$ cat src/rtl/rtc_calendar_alarm_if.sv
// Control, load, alarm and time-of-day signals of the calendar counter.
// The testbench or controller drives the master side and the calendar drives the slave side.
// All signals are plain levels or one-cycle pulses with no handshake.
interface rtc_calendar_alarm_if #(
  parameter int YEAR_W = 6
);
  // run control
  logic              start;
  logic              stop;
  // synchronous field load
  logic              load;
  logic [YEAR_W-1:0] ld_year;
  logic [3:0]        ld_month;
  logic [4:0]        ld_day;
  logic [4:0]        ld_hour;
  logic [5:0]        ld_minute;
  logic [5:0]        ld_second;
  // daily alarm
  logic              alarm_en;
  logic [4:0]        al_hour;
  logic [5:0]        al_minute;
  logic [5:0]        al_second;
  // current time and status
  logic [YEAR_W-1:0] year;
  logic [3:0]        month;
  logic [4:0]        day;
  logic [4:0]        hour;
  logic [5:0]        minute;
  logic [5:0]        second;
  logic              running;
  logic              tick_sec;
  logic              alarm;
  logic              load_err;

  modport master (
    output start, stop, load,
    output ld_year, ld_month, ld_day, ld_hour, ld_minute, ld_second,
    output alarm_en, al_hour, al_minute, al_second,
    input  year, month, day, hour, minute, second,
    input  running, tick_sec, alarm, load_err
  );

  modport slave (
    input  start, stop, load,
    input  ld_year, ld_month, ld_day, ld_hour, ld_minute, ld_second,
    input  alarm_en, al_hour, al_minute, al_second,
    output year, month, day, hour, minute, second,
    output running, tick_sec, alarm, load_err
  );
endinterface

$ cat src/rtl/rtc_calendar_alarm.sv
// Real-time calendar: start/stop, prescaled second advance, leap-aware date cascade, daily alarm.
// Latency: every output is registered and updates one clk after the triggering edge.
// No backpressure: start/stop are levels, load is a one-cycle request that is accepted or flagged.
module rtc_calendar_alarm #(
  parameter int TICKS_PER_SEC = 1,
  parameter int YEAR_W        = 6   // at least 2: leap detection uses year[1:0]
) (
  input  logic                  clk_i,
  input  logic                  rst_ni,
  rtc_calendar_alarm_if.slave   bus_if
);

  localparam int PW = (TICKS_PER_SEC > 1) ? $clog2(TICKS_PER_SEC) : 1;
  localparam logic [PW-1:0] PRESC_MAX = PW'(TICKS_PER_SEC - 1);

  typedef enum logic {ST_STOP = 1'b0, ST_RUN = 1'b1} state_e;

  state_e            state_q, state_d;
  logic [PW-1:0]     presc_q, presc_d;
  logic [YEAR_W-1:0] year_q, year_d;
  logic [3:0]        month_q, month_d;
  logic [4:0]        day_q, day_d;
  logic [4:0]        hour_q, hour_d;
  logic [5:0]        minute_q, minute_d;
  logic [5:0]        second_q, second_d;
  logic              running_q, running_d;
  logic              tick_q, tick_d;
  logic              alarm_q, alarm_d;
  logic              load_err_q, load_err_d;

  logic              run_en;
  logic              presc_wrap;
  logic              ld_ok;
  logic              load_acc;
  logic              adv;
  logic [4:0]        dim_cur;
  logic [4:0]        dim_ld;
  logic              c_sec, c_min, c_hour, c_day, c_month;

  // Month length; February gains a day whenever the low two year bits are zero.
  function automatic logic [4:0] days_in_month(input logic [3:0] m, input logic [1:0] yr_lo);
    logic [4:0] d;
    case (m)
      4'd4, 4'd6, 4'd9, 4'd11: d = 5'd30;
      4'd2:                    d = (yr_lo == 2'd0) ? 5'd29 : 5'd28;
      default:                 d = 5'd31;
    endcase
    return d;
  endfunction

  // Run/stop next state: stop always wins over start.
  always_comb begin
    state_d = state_q;
    case (state_q)
      ST_STOP: if (bus_if.start && !bus_if.stop) state_d = ST_RUN;
      ST_RUN:  if (bus_if.stop)                  state_d = ST_STOP;
      default: state_d = ST_STOP;
    endcase
  end

  // Load validation and advance qualification; a stop seen this cycle blocks the advance.
  always_comb begin
    dim_cur    = days_in_month(month_q, year_q[1:0]);
    dim_ld     = days_in_month(bus_if.ld_month, bus_if.ld_year[1:0]);
    run_en     = (state_q == ST_RUN) && !bus_if.stop;
    presc_wrap = run_en && (presc_q == PRESC_MAX);
    ld_ok      = (bus_if.ld_month >= 4'd1) && (bus_if.ld_month <= 4'd12) &&
                 (bus_if.ld_day   >= 5'd1) && (bus_if.ld_day   <= dim_ld) &&
                 (bus_if.ld_hour   <= 5'd23) &&
                 (bus_if.ld_minute <= 6'd59) &&
                 (bus_if.ld_second <= 6'd59);
    load_acc   = bus_if.load && ld_ok;
    adv        = presc_wrap && !load_acc;
    c_sec      = (second_q == 6'd59);
    c_min      = c_sec  && (minute_q == 6'd59);
    c_hour     = c_min  && (hour_q == 5'd23);
    c_day      = c_hour && (day_q >= dim_cur);
    c_month    = c_day  && (month_q == 4'd12);
  end

  // Next time fields: an accepted load overrides the advance; otherwise carry through the cascade.
  always_comb begin
    year_d   = year_q;
    month_d  = month_q;
    day_d    = day_q;
    hour_d   = hour_q;
    minute_d = minute_q;
    second_d = second_q;
    presc_d  = presc_q;
    if (load_acc) begin
      year_d   = bus_if.ld_year;
      month_d  = bus_if.ld_month;
      day_d    = bus_if.ld_day;
      hour_d   = bus_if.ld_hour;
      minute_d = bus_if.ld_minute;
      second_d = bus_if.ld_second;
      presc_d  = '0;
    end else begin
      if (run_en) presc_d = presc_wrap ? '0 : presc_q + PW'(1);
      if (adv) begin
        second_d = c_sec ? 6'd0 : second_q + 6'd1;
        if (c_sec)   minute_d = c_min ? 6'd0 : minute_q + 6'd1;
        if (c_min)   hour_d   = c_hour ? 5'd0 : hour_q + 5'd1;
        if (c_hour)  day_d    = c_day ? 5'd1 : day_q + 5'd1;
        if (c_day)   month_d  = c_month ? 4'd1 : month_q + 4'd1;
        if (c_month) year_d   = year_q + YEAR_W'(1);
      end
    end
  end

  // Status pulses; the alarm looks at the post-advance time so it coincides with the matching output.
  always_comb begin
    running_d  = (state_d == ST_RUN);
    tick_d     = adv;
    load_err_d = bus_if.load && !ld_ok;
    alarm_d    = adv && bus_if.alarm_en &&
                 (hour_d   == bus_if.al_hour) &&
                 (minute_d == bus_if.al_minute) &&
                 (second_d == bus_if.al_second);
  end

  // Run/stop state register.
  always_ff @(posedge clk_i or negedge rst_ni) begin
    if (!rst_ni) state_q <= ST_STOP;
    else         state_q <= state_d;
  end

  // Time, prescaler and status registers.
  always_ff @(posedge clk_i or negedge rst_ni) begin
    if (!rst_ni) begin
      presc_q    <= '0;
      year_q     <= '0;
      month_q    <= 4'd1;
      day_q      <= 5'd1;
      hour_q     <= 5'd0;
      minute_q   <= 6'd0;
      second_q   <= 6'd0;
      running_q  <= 1'b0;
      tick_q     <= 1'b0;
      alarm_q    <= 1'b0;
      load_err_q <= 1'b0;
    end else begin
      presc_q    <= presc_d;
      year_q     <= year_d;
      month_q    <= month_d;
      day_q      <= day_d;
      hour_q     <= hour_d;
      minute_q   <= minute_d;
      second_q   <= second_d;
      running_q  <= running_d;
      tick_q     <= tick_d;
      alarm_q    <= alarm_d;
      load_err_q <= load_err_d;
    end
  end

  assign bus_if.year     = year_q;
  assign bus_if.month    = month_q;
  assign bus_if.day      = day_q;
  assign bus_if.hour     = hour_q;
  assign bus_if.minute   = minute_q;
  assign bus_if.second   = second_q;
  assign bus_if.running  = running_q;
  assign bus_if.tick_sec = tick_q;
  assign bus_if.alarm    = alarm_q;
  assign bus_if.load_err = load_err_q;

endmodule

$ cat src/flat_wrapper.sv
// flat-port wrapper written by rule: the top's interface ports become plain ports
module rtc_calendar_alarm_flat 
#(
  parameter int TICKS_PER_SEC = 1,
  parameter int YEAR_W        = 6                                               
)
  (clk_i, rst_ni, bus_if_start, bus_if_stop, bus_if_load, bus_if_ld_year, bus_if_ld_month, bus_if_ld_day, bus_if_ld_hour, bus_if_ld_minute, bus_if_ld_second, bus_if_alarm_en, bus_if_al_hour, bus_if_al_minute, bus_if_al_second, bus_if_year, bus_if_month, bus_if_day, bus_if_hour, bus_if_minute, bus_if_second, bus_if_running, bus_if_tick_sec, bus_if_alarm, bus_if_load_err);
  rtc_calendar_alarm_if #(.YEAR_W(YEAR_W)) bus_if_i ();
  input  logic clk_i;
  input  logic rst_ni;
  input wire logic [$bits(bus_if_i.start)-1:0] bus_if_start;
  input wire logic [$bits(bus_if_i.stop)-1:0] bus_if_stop;
  input wire logic [$bits(bus_if_i.load)-1:0] bus_if_load;
  input wire logic [$bits(bus_if_i.ld_year)-1:0] bus_if_ld_year;
  input wire logic [$bits(bus_if_i.ld_month)-1:0] bus_if_ld_month;
  input wire logic [$bits(bus_if_i.ld_day)-1:0] bus_if_ld_day;
  input wire logic [$bits(bus_if_i.ld_hour)-1:0] bus_if_ld_hour;
  input wire logic [$bits(bus_if_i.ld_minute)-1:0] bus_if_ld_minute;
  input wire logic [$bits(bus_if_i.ld_second)-1:0] bus_if_ld_second;
  input wire logic [$bits(bus_if_i.alarm_en)-1:0] bus_if_alarm_en;
  input wire logic [$bits(bus_if_i.al_hour)-1:0] bus_if_al_hour;
  input wire logic [$bits(bus_if_i.al_minute)-1:0] bus_if_al_minute;
  input wire logic [$bits(bus_if_i.al_second)-1:0] bus_if_al_second;
  output wire logic [$bits(bus_if_i.year)-1:0] bus_if_year;
  output wire logic [$bits(bus_if_i.month)-1:0] bus_if_month;
  output wire logic [$bits(bus_if_i.day)-1:0] bus_if_day;
  output wire logic [$bits(bus_if_i.hour)-1:0] bus_if_hour;
  output wire logic [$bits(bus_if_i.minute)-1:0] bus_if_minute;
  output wire logic [$bits(bus_if_i.second)-1:0] bus_if_second;
  output wire logic [$bits(bus_if_i.running)-1:0] bus_if_running;
  output wire logic [$bits(bus_if_i.tick_sec)-1:0] bus_if_tick_sec;
  output wire logic [$bits(bus_if_i.alarm)-1:0] bus_if_alarm;
  output wire logic [$bits(bus_if_i.load_err)-1:0] bus_if_load_err;
  assign bus_if_i.start = bus_if_start;
  assign bus_if_i.stop = bus_if_stop;
  assign bus_if_i.load = bus_if_load;
  assign bus_if_i.ld_year = bus_if_ld_year;
  assign bus_if_i.ld_month = bus_if_ld_month;
  assign bus_if_i.ld_day = bus_if_ld_day;
  assign bus_if_i.ld_hour = bus_if_ld_hour;
  assign bus_if_i.ld_minute = bus_if_ld_minute;
  assign bus_if_i.ld_second = bus_if_ld_second;
  assign bus_if_i.alarm_en = bus_if_alarm_en;
  assign bus_if_i.al_hour = bus_if_al_hour;
  assign bus_if_i.al_minute = bus_if_al_minute;
  assign bus_if_i.al_second = bus_if_al_second;
  assign bus_if_year = bus_if_i.year;
  assign bus_if_month = bus_if_i.month;
  assign bus_if_day = bus_if_i.day;
  assign bus_if_hour = bus_if_i.hour;
  assign bus_if_minute = bus_if_i.minute;
  assign bus_if_second = bus_if_i.second;
  assign bus_if_running = bus_if_i.running;
  assign bus_if_tick_sec = bus_if_i.tick_sec;
  assign bus_if_alarm = bus_if_i.alarm;
  assign bus_if_load_err = bus_if_i.load_err;
  rtc_calendar_alarm #(.TICKS_PER_SEC(TICKS_PER_SEC), .YEAR_W(YEAR_W)) u_core (.clk_i(clk_i), .rst_ni(rst_ni), .bus_if(bus_if_i));
endmodule
$ cat config.mk
export PLATFORM = sky130hd
export DESIGN_NAME = rtc_calendar_alarm_flat
export DESIGN_NICKNAME = d
export VERILOG_FILES = /design/src/rtl/rtc_calendar_alarm_if.sv /design/src/rtl/rtc_calendar_alarm.sv /design/src/flat_wrapper.sv
export SDC_FILE = /design/constraint.sdc
export NUM_CORES = 1
export LEC_CHECK = 0
export BUFFER_PORTS_ARGS = -buffer_cell sky130_fd_sc_hd__buf_2
export CELL_PAD_IN_SITES_DETAIL_PLACEMENT = 0
export CELL_PAD_IN_SITES_GLOBAL_PLACEMENT = 1
export CORE_MARGIN = 4
export CORE_UTILIZATION = 39
export CTS_CLUSTER_SIZE = 16
export DETAILED_ROUTE_END_ITERATION = 8
export GPL_TIMING_DRIVEN = 0
export PLACE_DENSITY_LB_ADDON = 0.1
export SETUP_SLACK_MARGIN = 0.05
export SYNTH_ARGS = -nofsm -noshare
export SYNTH_HDL_FRONTEND = slang
export SYNTH_SLANG_ARGS = --single-unit
$ cat constraint.sdc
create_clock -name clk_i -period 3.8 [get_ports clk_i]
set_input_delay 0.38 -clock clk_i [delete_from_list [all_inputs] [get_ports clk_i]]
set_output_delay 0.38 -clock clk_i [all_outputs]
set_load 0.01 [all_outputs]
Word-level counts from Yosys, hierarchy flattened
Cells that the tools add are included.
{"block": "totals", "ff_bits": 37, "inputBits": 55, "out_inout_bits": 36}
{"block": "classes", "add_sub_neg": 7, "n_lt_le_gt_ge": 8, "n_eq_ne": 17, "mux": 32, "n_bitwise": 2, "reduce_logical": 35}
{"operator": "6-bit 2-to-1 mux", "count": 10}
{"operator": "5-bit 2-to-1 mux", "count": 8}
{"operator": "4-bit equality test, second input constant", "count": 5}
{"operator": "1-bit logical AND", "count": 20}
{"operator": "5-bit case mux with 2 select lines", "count": 2}
{"operator": "6-bit by 1-bit adder with 6-bit output, second input constant", "count": 3}
{"operator": "4-bit by 3-bit equality test with 1-bit output, second input constant", "count": 4}
{"operator": "4-bit 2-to-1 mux", "count": 4}
{"operator": "6-bit equality test", "count": 2}
{"operator": "6-bit equality test, second input constant", "count": 2}
{"operator": "6-bit less-or-equal comparator, second input constant", "count": 2}
{"operator": "5-bit by 1-bit adder with 5-bit output, second input constant", "count": 2}
{"operator": "2-bit nonzero test", "count": 5}
{"operator": "4-bit by 2-bit equality test with 1-bit output, second input constant", "count": 2}
{"operator": "4-bit OR reduction", "count": 2}
{"operator": "1-bit 2-to-1 mux", "count": 7}
{"operator": "2-bit AND reduction", "count": 3}
{"operator": "5-bit equality test", "count": 1}
{"operator": "5-bit equality test, second input constant", "count": 1}
{"operator": "5-bit by 1-bit greater-or-equal comparator with 1-bit output, second input constant", "count": 1}
{"operator": "5-bit greater-or-equal comparator", "count": 1}
{"operator": "5-bit less-or-equal comparator", "count": 1}
{"operator": "5-bit less-or-equal comparator, second input constant", "count": 1}
{"operator": "4-bit by 1-bit adder with 4-bit output, second input constant", "count": 1}
{"operator": "7 further kinds", "count": 11}

Longest topological paths before layout
{"block": "depth", "word_depth": 17, "depth_mapped": 14, "mapped_depth_nobuf": 13}

Worst setup path before layout
No wires, ideal clock.
{"block": "synth_path", "path_kind": "input port to flip-flop", "startpoint": "in bus_if_ld_month[3]", "endpoint": "reg u_core.alarm_q, in the netlist u_core.bus_if.alarm", "setup_time_ns": 0.111, "arrival_time_ns": 2.757, "required_ns": 3.689, "path_slack_ns": 0.931, "stages": 10, "path_buffers": 1, "cell_sequence": "or3_1 -> nor2_1 -> ha_1 -> a221oi_2 -> or3_1 -> buf_6 -> mux2i_1 -> xnor2_1 -> nand4_1 -> a2111oi_2"}
{"block": "synth_between", "word_cells_on_any_way": 32, "cone_classes": "3 x order compare; 8 x eq/ne; 7 x mux; 14 x reduce/logical"}
{"item": "from (decl)", "line": "flat_wrapper.sv:15", "text": "input wire logic [$bits(bus_if_i.ld_month)-1:0] bus_if_ld_month;"}
{"item": "4-bit by 3-bit equality test with 1-bit output or 4-bit equality test (tied branches)", "line": "rtc_calendar_alarm.sv:43", "text": "case (m)"}
{"item": "4-bit OR reduction", "line": "rtc_calendar_alarm.sv:43"}
{"item": "5-bit case mux with 2 select lines", "line": "rtc_calendar_alarm.sv:43"}
{"item": "5-bit less-or-equal comparator", "line": "rtc_calendar_alarm.sv:68", "text": "(bus_if.ld_day >= 5'd1) && (bus_if.ld_day <= dim_ld) &&"}
{"item": "1-bit logical AND (*) (2 in a row)", "line": "rtc_calendar_alarm.sv:68"}
{"item": "1-bit logical AND (*)", "line": "rtc_calendar_alarm.sv:69", "text": "(bus_if.ld_hour <= 5'd23) &&"}
{"item": "1-bit logical AND (*)", "line": "rtc_calendar_alarm.sv:70", "text": "(bus_if.ld_minute <= 6'd59) &&"}
{"item": "1-bit logical AND (*)", "line": "rtc_calendar_alarm.sv:72", "text": "load_acc = bus_if.load && ld_ok;"}
{"item": "1-bit logical NOT", "line": "rtc_calendar_alarm.sv:73", "text": "adv = presc_wrap && !load_acc;"}
{"item": "1-bit logical AND", "line": "rtc_calendar_alarm.sv:73"}
{"item": "6-bit 2-to-1 mux", "line": "rtc_calendar_alarm.sv:100", "text": "if (adv) begin"}
{"item": "6-bit 2-to-1 mux (*)", "line": "rtc_calendar_alarm.sv:90", "text": "if (load_acc) begin"}
{"item": "via u_core.second_d[1]", "line": "rtc_calendar_alarm.sv:25", "text": "logic [5:0] second_q, second_d;"}
{"item": "6-bit equality test (*)", "line": "rtc_calendar_alarm.sv:119", "text": "(second_d == bus_if.al_second);"}
{"item": "1-bit logical AND (*)", "line": "rtc_calendar_alarm.sv:118", "text": "(minute_d == bus_if.al_minute) &&"}
{"item": "via u_core.alarm_d", "line": "rtc_calendar_alarm.sv:28", "text": "logic alarm_q, alarm_d;"}
{"item": "to (signal assigned)", "line": "rtc_calendar_alarm.sv:152", "text": "alarm_q <= alarm_d;"}
{"item": "to (decl)", "line": "rtc_calendar_alarm.sv:28"}
The timed path passes the listed nets; every way through them passes the cells marked *.
A chain may end at the register's enable or synchronous reset.

Final worst setup path
{"block": "layout_path", "startpoint": "reg u_core.second_q[0], in the netlist u_core.bus_if.second[0]", "endpoint": "reg u_core.alarm_q, in the netlist u_core.bus_if.alarm"}
{"block": "layout_between", "elab_chain_cells": 11, "word_cells_on_any_way": 21, "cone_classes": "1 x add/sub; 4 x eq/ne; 11 x mux; 5 x reduce/logical"}
{"item": "from (decl)", "line": "rtc_calendar_alarm.sv:25"}
{"item": "from (signal assigned)", "line": "rtc_calendar_alarm.sv:149", "text": "second_q <= second_d;"}
{"item": "6-bit equality test", "line": "rtc_calendar_alarm.sv:74", "text": "c_sec = (second_q == 6'd59);"}
{"item": "1-bit logical AND", "line": "rtc_calendar_alarm.sv:75", "text": "c_min = c_sec && (minute_q == 6'd59);"}
{"item": "1-bit logical AND", "line": "rtc_calendar_alarm.sv:76", "text": "c_hour = c_min && (hour_q == 5'd23);"}
{"item": "5-bit 2-to-1 mux (2 in a row)", "line": "rtc_calendar_alarm.sv:103", "text": "if (c_min) hour_d = c_hour ? 5'd0 : hour_q + 5'd1;"}
{"item": "5-bit 2-to-1 mux", "line": "rtc_calendar_alarm.sv:100"}
{"item": "5-bit 2-to-1 mux", "line": "rtc_calendar_alarm.sv:90"}
{"item": "5-bit equality test", "line": "rtc_calendar_alarm.sv:117", "text": "(hour_d == bus_if.al_hour) &&"}
{"item": "1-bit logical AND", "line": "rtc_calendar_alarm.sv:116", "text": "alarm_d = adv && bus_if.alarm_en &&"}
{"item": "1-bit logical AND", "line": "rtc_calendar_alarm.sv:117"}
{"item": "1-bit logical AND (*)", "line": "rtc_calendar_alarm.sv:118"}
{"item": "via u_core.alarm_d", "line": "rtc_calendar_alarm.sv:28"}
Marked as above.

==> metrics.md <==
| Metric | Value |
|---|---|
| Status | finished clean |
| Main combinational cell family by area after synthesis | simple AND/OR/NAND/NOR gates |
| Critical path's slowest cell | nor2_1 |
| Hold Path Class | in -> async |
| Synthesis warning total | 0 |
| Clk Latency, worst-skew pair | 300 ps |
| Tcrit/Tclk final | 84.2% |
| Vias in the first global route | 2933 |
| Final hold vios | 0 |
| Synth top area cells | dfrtp_1 (30%), ha_1 (5.9%), a21oi_1 (4.9%), o21ai_0 (3.5%), nand2_1 (3.3%) |
| Critical Path End Type | flop |
| Least-Margin Pin Slew | ~940 ps |
| Gpl congestion | 0.828 |
| Tmin final | 3200 ps |
| Most numerous cell in the Yosys netlist | dfrtp_1 |
| CP top delay family | simple AND/OR/NAND/NOR gates |
| Layout cells sized above 1 | 28.1% |
| Max clock buf depth | 2 |
| Number of port buffers | 90 |
| Post-Synth XOR/XNOR Area | just under 6% |
| Synth top cells by count | dfrtp_1 (35), a21oi_1 (29), nand2_1 (26) |
| Number of buffers created by CTS | 5 |
| Power Density | about 480 nW/µm² |
| WP data arrival | between 3000 and 4000 ps |
| Crit path setup slack, layout | about 600 ps |
| Slew margin rel. | 37.1% |
| Layout fillers | 734 |
| CP peak stage delay | 630 ps |
| Die H | 95.2 µm |
| Clock transition at the registers of the reported paths | about 90 ps |
| Max Freq | between 300 and 400 MHz |
| Inserted Diodes | 0 |
| Post-synthesis sequential area ratio | a little under a third |
| Most used DFF post-synth | dfrtp_1 |
| CTS tree | done |
| Mux contribution to synthesized area | 2.07% |
| Total vias in the final route | 3007 |
| Compound-Gate Fraction of Synth Area | a little over a fifth |
| Setup CP Type | reg -> reg |
| Clk root buf | clkbuf_8 |
| Flop and latch count out of synthesis | 37 |
| Avg Inst Size Synth | 8.65 µm² |
| Crit start category | flop |
| Total track usage | 21.8% |
| Post-synth net total | 412 |
| Top-area cell type share of the netlist area | 29.5% |
| Final Net Count | 509 |
| Setup bufs post-CTS | 0 |
| NetSw | 753 µW |
| I/O pin count | 91 |
| Total die area | a little over 9000 µm² |
| Clock Skews | 9.39 ps |
| TNS Setup | 0 ps |
| Pre-CTS setup slack | 360 ps |
| Sw Ratio | 43.4% |
| Area occupied by multi-input gates | 1900 µm² |
| LEAKAGE | approximately 0.0016 µW |
| Adder-Cell Fraction of Synth Area | 5.90% |
| # hold bufs at CTS | 0 |
| Worst vdd ir | 208 µV |
| Routed vias/inst | 5.57 |
| Initial antenna violation count | 0 |
| DRC Markers | 0 |
| Initial Util | 40.5% |
| Critical path fanouts, max | 9 |
| Async S/R FF share, synth | 100% |
| Fin. max-slew vios | 0 |
| Synth Instances | 343 |
| Flop pwr share | 38.7% |
| Initial DRT Pass Iterations | 5 |
| Detail Route Antenna Nets | 0 |
| R2R setup slack | 600 ps |
| Largest net degree at the start of global routing | 38 |
| FP Rows | 31 |
| CP required | slightly below 4000 ps |
| Max-cap violations | 0 |
| Global-route wire length before repair | 15300 µm |
| Final Setup Violations | 0 |
| Mapped cell area | around 3000 µm² |
| Worst Path Buf+Inv | 0 |
| WL/cell | about 18 µm |
| Total Routed Length | 9600 µm |
| Gr ovfl total | 0 |
| Post_cts resized | 0 |
| Yosys cell types | 67 |
| Internal power | 981 µW |
| # H-tree levels | 2 |
| Clk sinks | 37 |
| Dpl hpwl | 7380 µm |
| CORE AREA | between 7000 and 8000 µm² |
| Die X | 95.2 µm |
| Unrepaired setup endpoints after global routing | false |
| Top cell type by total area after synthesis | dfrtp_1 |
| EDFF count, synth | 0 |
| Clock share of power | 16.5% |
| Comb power frac | between 40 and 50% |
| Crit-path cells | ha_1 -> nand4bb_1 -> nor2_1 -> a31oi_1 -> xor2_1 -> nand4b_1 -> or3_1 -> a2111oi_2 |
| Initial DRC count | 189 |
| Syn-to-layout area delta | 22.1% |
| Synth Area in Simple Gates | 28.8% |
| Reg area | between 900 and 1000 µm² |
[flip-flops by register name (all words and copies together), names as in the netlist]
| signal | flops |
|---|---|
| u_core.bus_if.hour | 5 |
| u_core.bus_if.second | 6 |
| u_core.bus_if.minute | 6 |
| u_core.bus_if.alarm | 1 |
| u_core.bus_if.month | 4 |
| u_core.presc_q | 1 |
| u_core.bus_if.day | 5 |
| u_core.bus_if.tick_sec | 1 |
| u_core.bus_if.year | 6 |
| u_core.bus_if.load_err | 1 |
| u_core.state_q | 1 |
[routing by layer]
layer  GRT usage (%)  wire [µm]
met1            31.8       4630
met2            33.5       4240
met3            3.79        632
met4            4.93         93
met5               0          0
[cell families after synthesis]
group           after synthesis
simple gates                137
compound gates               99
flops                        37
buf+inv                      32
xor+xnor                     18
fa+ha+maj                    14
mux                           6
[per-stage QoR]
| step | cells | power [µW] | instance area (µm²) | hold slack, ps | util (%) |
|---|---|---|---|---|---|
| 5_1_grt | 540 | 1880 | 3620 | 284 | 49.4 |
| 2_1_floorplan | 343 | 1150 | 2970 | 84.4 | - |
| 4_1_cts | 540 | 1750 | 3620 | 248 | 49.4 |
| 3_3_place_gp | 532 | 1440 | 3540 | 513 | 48.3 |
| 3_5_place_dp | 532 | 1460 | 3540 | 519 | 48.3 |
| 6_report | 540 | 1730 | 3620 | 218 | 49.4 |
[worst register-to-register path: stages, from the launching register on]
cell	delay, ps
dfrtp_1	420
ha_1	330
nand4bb_1	360
nor2_1	640
a31oi_1	230
xor2_1	200
nand4b_1	140
or3_1	420
a2111oi_2	360
[final cells by class]
type,instances,share of cell area (%)
multi-input cells,274,52.5
clock buffers,6,2.00
plain buffers,14,1.86
flip-flops and latches,37,25.6
inverters,18,1.86
well taps,99,3.42
repair buffers,90,12.4
clock inverters,2,0.276
[worst paths after layout]
check	depth (start not counted)	endpoint	startpoint
worst max-delay path	8	u_core.bus_if.alarm$_DFF_PN0_	u_core.bus_if.second[0]$_DFF_PN0_
worst min register to register	2	u_core.bus_if.month[0]$_DFFE_PN1P_	u_core.bus_if.month[0]$_DFFE_PN1P_
max in group asynchronous	1	u_core.bus_if.day[4]$_DFFE_PN0P_	rst_ni
worst max register to register	8	u_core.bus_if.alarm$_DFF_PN0_	u_core.bus_if.second[0]$_DFF_PN0_
worst min-delay path	1	u_core.bus_if.minute[3]$_DFF_PN0_	rst_ni
min in group clk_i	3	u_core.bus_if.minute[5]$_DFF_PN0_	bus_if_ld_minute[5]
[placed cells by master, fill, tap and decap left out, types with 8 or more instances in the layout]
cell       n
o21ai_0   21
ha_1      14
dfrtp_1   35
o21ai_1    9
a21oi_1   29
nor2_1    22
inv_1     18
nand3_1   11
xnor2_1   11
clkbuf_1   8
nand2b_1   9
buf_2     96
nand4_1   11
nand2_1   26
[power by group through the flow]
stage / registers (µW) / logic [µW] / clock network, µW
detailed placement: 675 / 781 / 0
global route: 695 / 877 / 309
global placement: 672 / 767 / 0
CTS: 668 / 784 / 295
finish: 670 / 778 / 286
floorplan: 695 / 453 / 0
Note: power is estimated with default switching activity, not from simulation.
